$ cat src/rtl/muldiv_issue_ctrl.sv
// Issue sequencer for the multi-cycle multiply/divide units at the EXE/MEM boundary.
// Launches the pipelined multiplier or the iterative divider, stalls the pipe until done, and latches lo/hi.
module muldiv_issue_ctrl #(
    parameter int MULT_LAT = 3,
    parameter int CNT_W    = 4
) (
    input  logic        clk,
    input  logic        resetn,
    input  logic        i_start_mult,
    input  logic        i_start_div,
    input  logic        i_signed,
    input  logic [31:0] i_opr1,
    input  logic [31:0] i_opr2,
    input  logic        i_flush,
    output logic        o_mult_issue,
    input  logic [31:0] i_mult_lo,
    input  logic [31:0] i_mult_hi,
    output logic        o_div_start,
    output logic        o_div_cancel,
    input  logic        i_div_done,
    input  logic [31:0] i_div_q,
    input  logic [31:0] i_div_r,
    output logic [31:0] o_opr1,
    output logic [31:0] o_opr2,
    output logic        o_signed,
    output logic        o_stall,
    output logic        o_result_valid,
    output logic [31:0] o_lo,
    output logic [31:0] o_hi
);

    localparam logic [2:0] S_IDLE      = 3'd0;
    localparam logic [2:0] S_MULT_WAIT = 3'd1;
    localparam logic [2:0] S_DIV_ISSUE = 3'd2;
    localparam logic [2:0] S_DIV_WAIT  = 3'd3;
    localparam logic [2:0] S_DONE      = 3'd4;

    localparam logic [CNT_W-1:0] CNT_INIT = CNT_W'(MULT_LAT);
    localparam logic [CNT_W-1:0] CNT_ONE  = CNT_W'(1);

    logic [2:0]       state, state_nxt;
    logic [CNT_W-1:0] cnt;
    logic             idle, go_mult, go_div, div_zero, mult_cap, div_cap, busy;

    assign idle     = (state == S_IDLE);
    assign go_mult  = idle && i_start_mult && !i_flush;
    assign go_div   = idle && !i_start_mult && i_start_div && !i_flush;
    assign div_zero = go_div && (i_opr2 == 32'd0);
    // The last MULT_WAIT cycle is the one whose decrement lands on zero.
    assign mult_cap = (state == S_MULT_WAIT) && !i_flush && (cnt == CNT_ONE);
    assign div_cap  = (state == S_DIV_WAIT) && !i_flush && i_div_done;
    assign busy     = (state == S_MULT_WAIT) || (state == S_DIV_ISSUE) || (state == S_DIV_WAIT);

    always_comb begin
        state_nxt = state;
        if (i_flush) begin
            state_nxt = S_IDLE;
        end else begin
            case (state)
                S_IDLE: begin
                    if (i_start_mult)
                        state_nxt = S_MULT_WAIT;
                    else if (i_start_div)
                        state_nxt = (i_opr2 == 32'd0) ? S_DONE : S_DIV_ISSUE;
                end
                S_MULT_WAIT: if (cnt == CNT_ONE) state_nxt = S_DONE;
                S_DIV_ISSUE: state_nxt = S_DIV_WAIT;
                S_DIV_WAIT:  if (i_div_done) state_nxt = S_DONE;
                S_DONE:      state_nxt = S_IDLE;
                default:     state_nxt = S_IDLE;
            endcase
        end
    end

    always_ff @(posedge clk or negedge resetn) begin
        if (!resetn) begin
            state        <= S_IDLE;
            cnt          <= '0;
            o_mult_issue <= 1'b0;
            o_opr1       <= 32'd0;
            o_opr2       <= 32'd0;
            o_signed     <= 1'b0;
            o_lo         <= 32'd0;
            o_hi         <= 32'd0;
        end else begin
            state        <= state_nxt;
            o_mult_issue <= go_mult;

            if (i_flush)
                cnt <= '0;
            else if (go_mult)
                cnt <= CNT_INIT;
            else if (state == S_MULT_WAIT)
                cnt <= cnt - CNT_ONE;

            if (go_mult || (go_div && !div_zero)) begin
                o_opr1   <= i_opr1;
                o_opr2   <= i_opr2;
                o_signed <= i_signed;
            end

            // Divide by zero resolves without the divider: quotient all ones, remainder = dividend.
            if (div_zero) begin
                o_lo <= 32'hFFFF_FFFF;
                o_hi <= i_opr1;
            end else if (mult_cap) begin
                o_lo <= i_mult_lo;
                o_hi <= i_mult_hi;
            end else if (div_cap) begin
                o_lo <= i_div_q;
                o_hi <= i_div_r;
            end
        end
    end

    assign o_stall        = resetn && (busy || (idle && (i_start_mult || i_start_div) && !i_flush));
    assign o_div_start    = (state == S_DIV_ISSUE);
    assign o_div_cancel   = i_flush && ((state == S_DIV_ISSUE) || (state == S_DIV_WAIT));
    assign o_result_valid = (state == S_DONE) && !i_flush;

endmodule

$ cat config.mk
export PLATFORM = sky130hd
export DESIGN_NAME = muldiv_issue_ctrl
export DESIGN_NICKNAME = d
export VERILOG_FILES = /design/src/rtl/muldiv_issue_ctrl.sv
export SDC_FILE = /design/constraint.sdc
export NUM_CORES = 1
export LEC_CHECK = 0
export BUFFER_PORTS_ARGS = -buffer_cell sky130_fd_sc_hd__buf_2
export CAP_MARGIN = 10
export CORE_ASPECT_RATIO = 0.5
export CORE_MARGIN = 2
export CORE_UTILIZATION = 30
export CTS_CLUSTER_DIAMETER = 120
export DETAILED_ROUTE_END_ITERATION = 8
export GPL_TIMING_DRIVEN = 1
export REMOVE_ABC_BUFFERS = 1
export SYNTH_ARGS = -nofsm -noshare
export SYNTH_HDL_FRONTEND = slang
export SYNTH_SLANG_ARGS = --single-unit
$ cat constraint.sdc
create_clock -name clk -period 6.8 [get_ports clk]
set_input_delay 1.02 -clock clk [delete_from_list [all_inputs] [get_ports clk]]
set_output_delay 1.02 -clock clk [all_outputs]
set_load 0.05 [all_outputs]
Word-level counts from Yosys, hierarchy flattened. Index checks and enable logic that the tools add are counted. Widths: inputs -> output; s select.

Register bits: 137. Bits of input ports: 199. Output and inout port bits: 134. Logic and storage cells: 63.

Add/subtract/negate cells: 1. Equality and inequality tests: 8. Multiplexer cells: 16. Reductions and logical operators: 30.

Operator list (count): $mux 32 (6); $logic_not 32->1 (1); $mux 3 (6); $logic_and 1x1->1 (16); $mux 4 (3); $pmux 3 s4 (1); $eq 3x2->1 const B (2); $logic_or 1x1->1 (6); $reduce_bool 3->1 (2); $eq 4x1->1 const B (1); $ne 4x4->1 const B (1); $sub 4x1->4 const B (1); $eq 3x1->1 const B (1); $eq 3x3->1 const B (1); $logic_not 1->1 (3); $logic_not 3->1 (1); $ne 3x2->1 const B (1); $ne 3x3->1 const B (1); $reduce_and 3->1 (1).

Depth between registers and ports, before layout. Gate-level depths: netlist of run 1.

Depth after elaboration: 8. Gate-level depth with buffers: 9.

Worst setup path after synthesis of run 1. No wires, ideal clock.

Path kind: input-to-output. Start: input i_flush. End: output o_result_valid. Arrival time: 2.573 ns. Slack: 3.207 ns. Stages on the path: 1. Path buffers: 0. Cell sequence: nor4_1.

Cells in the longest elaborated chain, start to end: 2.

Ends and longest elaborated chain: start, declared (line 14) `input logic i_flush,`; $logic_not 1->1 (line 119) `assign o_result_valid = (state == S_DONE) && !i_flush;`; $logic_and 1x1->1 (line 119); end, declared (line 27) `output logic o_result_valid,`.

Every way passes these cells.

Worst setup path in the final report of run 1.
Start: input resetn. End: output o_stall.

Cells in the longest elaborated chain, start to end: 1.

Ends and longest elaborated chain: start, declared (line 8) `input logic resetn,`; $logic_and 1x1->1 (line 116) `assign o_stall = resetn && (busy || (idle && (i_start_mult || i_start_div) && !i_flush));`; end, declared (line 26) `output logic o_stall,`.

Every way passes these cells.

==> results of run 1 <==
==> worst min-delay path, stage by stage, from the launching register on <==
cell and delay [ps]:
dfrtp_1 360, a22oi_1 70, nand3_1 80
==> area by class of cell <==
class                      count  area, sq um
fill                        2512        15000
clock inverter                12          171
sequential                   137         3430
timing repair buffer         345         1770
tap                          344          430
clock buffer                  20          467
inverter                       4         15.0
multi-input combinational    539         3970
==> cells in the final DEF, fill, tap and decap left out, types with 2 or more instances in the layout <==
master        n
a21oi_1       3
a22oi_1      65
a32oi_1      32
and3_1        2
and4_2        2
buf_2       331
buf_4        13
bufinv_16     4
clkbuf_16    17
clkbuf_8      3
clkinv_2      4
clkinvlp_4    3
dfrtp_1     137
ha_1          2
inv_1         3
mux2_2       25
mux2_4       71
nand2_1      97
nand3_1      67
nand4_1      67
nor2_1       40
nor3b_1       2
nor4_1       11
o211ai_1     34
o21ai_0       3
==> cell families after synthesis <==
family          synth area share, %
simple gates                   18.8
compound gates                 14.2
flops                          44.3
mux                            17.4
buf+inv                        4.85
xor+xnor                      0.226
fa+ha+maj                     0.323
==> report_power, final <==
part / leakage (nW) / total (mW) / internal [mW] / switching [mW]
logic: 3.02 / 2.27 / 0.680 / 1.59
clock network: 0.308 / 1.01 / 0.640 / 0.372
registers: 1.65 / 1.32 / 1.12 / 0.202
==> metrics by stage <==
step	worst slack [ps]	hold WS, ps	instance area [sq um]	power, mW	std cells
finish	3580	540	10200	4.60	1401
global route	3410	565	10200	4.81	1401
CTS	3510	545	10200	4.64	1401
detailed placement	3160	528	9610	3.60	1369
global placement	3240	523	9610	3.57	1369
floorplan	695	519	7380	3.01	680
==> routing by layer <==
metal  GRT usage (%)  wire length [um]  up-vias
li1                -                 -     3443
met1            22.7             10800     3805
met2            32.9             13500      245
met3            4.07              1180       57
met4            8.23               823        0
met5               0                 0        -
==> flip-flops by register name, indices dropped and copies added, names as in the netlist <==
| name | count |
|---|---|
| o_lo | 32 |
| o_opr1 | 32 |
| o_hi | 32 |
| cnt | 4 |
| o_mult_issue | 1 |
| o_signed | 1 |
| o_opr2 | 32 |
| state | 3 |
==> worst min-delay path by stage <==
stage / startpoint / end / slack [ps] / cells past startpoint
6_report: o_opr1[22]$_DFFE_PN0P_ / o_opr1[22]$_DFFE_PN0P_ / 540 / 2
5_1_grt: o_opr1[11]$_DFFE_PN0P_ / o_opr1[11]$_DFFE_PN0P_ / 560 / 2
4_1_cts: o_opr1[27]$_DFFE_PN0P_ / o_opr1[27]$_DFFE_PN0P_ / 550 / 2
3_5_place_dp: o_opr1[27]$_DFFE_PN0P_ / o_opr1[27]$_DFFE_PN0P_ / 530 / 2
3_3_place_gp: o_opr1[5]$_DFFE_PN0P_ / o_opr1[5]$_DFFE_PN0P_ / 520 / 2
2_1_floorplan: cnt[1]$_DFFE_PN0P_ / cnt[1]$_DFFE_PN0P_ / 520 / 2
==> flow_summary.toml, run 1 <==
[clock_network]
clkTransAtPathRegs_ps = 60
ctsHtreeMaxLevel = 4
cts_tree = "built"
cts.path.max_buffers = 2
hold_buffers = 0
post_cts_resize_count = 0
clkLatencyLatePin_ps = 430
cts_sinks = 137
cts_buffers = 17
ctsRootBufferMaster = "clkbuf_16"
postCtsSetupRepairBufs = 0

[detailed_routing]
ant_nets = 0
wl_um = 26300
post_drt_via_cell_ratio = 5.39
first_iter_violations = 757
vias = 7550
drc = 0
drt-pass1-iter-count = 5
wl_per_cell_um = 18.8

[setup_path]
arrival_ps = 2200
critPathTopFamily = "buffers and inverters"
critPathMaxStageDelay_ps = 620
end_kind = "output pin"
cp.required_ps = 5780
crit_buf_inv = 2
timing.rr.start = "state[1]$_DFFE_PN0P_"
rr_endpoint = "o_hi[3]$_DFFE_PN0P_"
start_kind = "primary input"
crit_type = "primary input to output pin"
ff2ff_path_depth = 5
cp_num_cells = 3
endpoint = "o_stall"
crit_chain = "buf_6 -> and3_1 -> buf_2"
cp_max_fo = 88
startpoint = "resetn"
r2r_setup_slack_ps = 3800
crit_slowest_cell = "buf_6"

[timing]
worstMarginPinSlew_ps = 950
max_slew_margin_pct = 36.6
timing_hold_violations_final = 0
fmax_mhz = 310
setup_viol = 0
finalCritPeriodShare_pct = 47.4
rsz0062_at_grt = "false"
final_max_slew_viol_count = 0
finClkSkew_ps = 8.30
final.setup.tns_ps = 0
final.min_clock_period_ps = 3220

[hold_path]
min_path_type = "flop to flop"

[die]
fp.dieH_um = 118
ios = 333
die_area_sq_mm = 0.0272
rows = 41
start_util_pct = 30.6
core_sq_mm = 0.0253
die_w_um = 231

[synthesis]
ys_ff_latch = 137
synthArstFlopShare_pct = 100
ys_top_cells_by_area = "dfrtp_1 (44%), mux2_4 (14%), a22oi_1 (6.3%), nand4_1 (5.4%), nand2_1 (4.7%)"
synth_edf_count = 0
ys_seq_area_share_pct = 44.3
synth_top_area_cell = "dfrtp_1"
yosysWarnings = 0
yosysMostFrequentCell = "dfrtp_1"
synth_ff_type = "dfrtp_1"
syn_inst = 760
synth_area_sq_mm = 0.00774
post_synth_num_cell_types = 37
synth_top_cell_area_share_pct = 44.3
synth_common_cells = "dfrtp_1 (137), nand2_1 (98), mux2_4 (71)"
syn_area_per_cell_sq_um = 10.2

[placement]
gp_congestion = 0.829
dp_hpwl_um = 17600
io_buffers = 332

[power]
ir_drop_mv = 0.153
powerDensity_mw_per_mm2 = 449
p_leak_nw = 4.97

[run_status]
outcome = "finished, final reports clean"

[grt]
grt_overflow = 0
antenna_found_initial = 0
grt_max_degree = 89
grt_pass1_wl_um = 41200
globalRouteTotalUtil_pct = 19.0
grt_pass1_vias = 7584

[flow_run]
drv_cap = 0

[finish]
area_growth_pct = 32.3
num_antenna_cells = 0
layout.nets = 1245
layout-drive-gt1-share_pct = 45.6
final_util_pct = 40.5
Power figures use the tool's default switching activity.
==> run 2: changes to the inputs <==
- clock period: 6.8 -> 2.6 ns (I/O delays scaled with it)
==> run 2 against run 1 <==
  * Wire length increased by 2.0%
  * Count of clock-buffer cells in the layout decreased by 1
  * Sequential power increased to 2.6 times the previous value
  * Via count decreased by 0.23%
  * Non-clock buffer count increased by 9
  * Cell count increased by 0.64%
  * Die area unchanged
  * Sequential share of layout area decreased by 0.40 points
  * Clock skew decreased by 1.4 ps
==> flow_summary.toml, run 2 (same netlist as run 1, synthesis figures left out) <==
[clock_network]
ctsHtreeMaxLevel = 4
cts_tree = "built"
cts_sinks = 137
cts_buffers = 17
clkLatencyLatePin_ps = 430
clkTransAtPathRegs_ps = 60
postCtsSetupRepairBufs = 0
hold_buffers = 0
ctsRootBufferMaster = "clkbuf_16"
cts.path.max_buffers = 2
post_cts_resize_count = 0

[finish]
area_growth_pct = 33.9
final_util_pct = 41.0
layout-drive-gt1-share_pct = 46.0
num-fill-cells = 2497
stdcell_count = 1410
final_cell_mix = "buf_2 (331), dfrtp_1 (137), nand2_1 (97), mux2_4 (71)"
final_area_sq_mm = 0.0104
num_antenna_cells = 0
layout.nets = 1254
final_common_cell = "buf_2"

[timing]
final_max_slew_viol_count = 0
finalCritPeriodShare_pct = 90.3
fmax_mhz = 426
finClkSkew_ps = 6.89
worstMarginPinSlew_ps = 817
setup_viol = 0
hold_ws_ps = 77.9
max_slew_margin_pct = 45.6
final.min_clock_period_ps = 2350
rsz0062_at_grt = "false"
timing_hold_violations_final = 0

[die]
start_util_pct = 30.6
rows = 41
core_sq_mm = 0.0253
ios = 333
fp.dieH_um = 118
die_w_um = 231
die_area_sq_mm = 0.0272

[detailed_routing]
first_iter_violations = 494
routed-wl-met3_um = 1140
vias = 7533
ant_nets = 0
wl_um = 26800
drt-pass1-iter-count = 5
drc = 0
post_drt_via_cell_ratio = 5.34
wl_per_cell_um = 19.0
met2_length_um = 13800
wl_met1_um = 11100
maxUsedRoutingLayer = "met4"

[grt]
grt_overflow = 0
globalRouteTotalUtil_pct = 19.4
grt_pass1_vias = 7468
antenna_found_initial = 0
grt_max_degree = 138
grt_pass1_wl_um = 41900

[power]
p_leak_nw = 5.02
ir_drop_mv = 0.396
combPwrFrac_pct = 49.9
p_int_mw = 6.27
p_sw_mw = 5.66
power_switching_share_pct = 47.4
p_clk_share_pct = 21.1
powerDensity_mw_per_mm2 = 1150
power_mw = 11.9
p_seq_share_pct = 29.0

[placement]
io_buffers = 332
placed_cells = 1378
gp_congestion = 0.849
placed_area_sq_mm = 0.00977
dp_hpwl_um = 18000

[setup_path]
cp_max_fo = 22
crit_type = "flop to flop"
start_kind = "flop"
cp.required_ps = 2920
arrival_ps = 2660
end_kind = "flop"
r2r_setup_slack_ps = 250

[run_status]
outcome = "finished, final reports clean"

[hold_path]
min_path_type = "primary input to async pin"

[flow_run]
drv_cap = 0
run 2: changes by cell type in the layout (fill, tap and decap cells not counted), sizes merged:
cell      delta
buf          +9
clkinvlp     +2
bufinv       -1
clkbuf       -1
run 2: metrics by stage:
stage          setup TNS (ps)  worst slack, ps
6_report                    0              253
3_5_place_dp                0              253
4_1_cts                     0              242
5_1_grt                     0              174
2_1_floorplan         -237270            -2870
3_3_place_gp                0              271
run 2: final cells by class:
cell class | instances | area, sq um | area share [%]
clock buffer | 19 | 443 | 4.27
clock inverter | 13 | 153 | 1.47
inverter | 4 | 15.0 | 0.145
multi-input combinational | 539 | 3970 | 38.3
sequential | 137 | 3430 | 33.1
tap | 344 | 430 | 4.15
timing repair buffer | 354 | 1930 | 18.6
run 2: critical path, cell delays in order (launching register included):
cell and delay, ps:
dfrtp_1 390, inv_1 90, ha_1 150, or4b_4 480, buf_4 260, mux2_4 330, mux2_2 260, mux2_4 260
run 2: worst paths after layout:
| path | from | end | depth (start not counted) |
|---|---|---|---|
| min | resetn | o_opr2[25]$_DFFE_PN0P_ | 2 |
| min in group clk | i_opr2[25] | o_opr2[25]$_DFFE_PN0P_ | 3 |
| min reg2reg | o_opr2[22]$_DFFE_PN0P_ | o_opr2[22]$_DFFE_PN0P_ | 2 |
| max in group asynchronous | resetn | o_lo[15]$_DFFE_PN0P_ | 2 |
| max | cnt[1]$_DFFE_PN0P_ | o_hi[27]$_DFFE_PN0P_ | 7 |
| max reg2reg | cnt[1]$_DFFE_PN0P_ | o_hi[27]$_DFFE_PN0P_ | 7 |
run 2: power groups by stage:
| stage | registers [mW] | logic [mW] | clock network [mW] |
|---|---|---|---|
| after floorplan | 6.23 | 1.65 | 0 |
| after global placement | 3.44 | 5.90 | 0 |
| after detailed placement | 3.47 | 5.98 | 0 |
| after CTS | 3.45 | 5.98 | 2.58 |
| after global routing | 3.57 | 6.23 | 2.67 |
| final | 3.46 | 5.95 | 2.51 |
run 2: metal layers:
metal,global-route usage (%),vias to the layer above
li1,-,3467
met5,0,-
met4,6.69,0
met1,23.8,3769
met3,3.92,49
met2,33.8,248
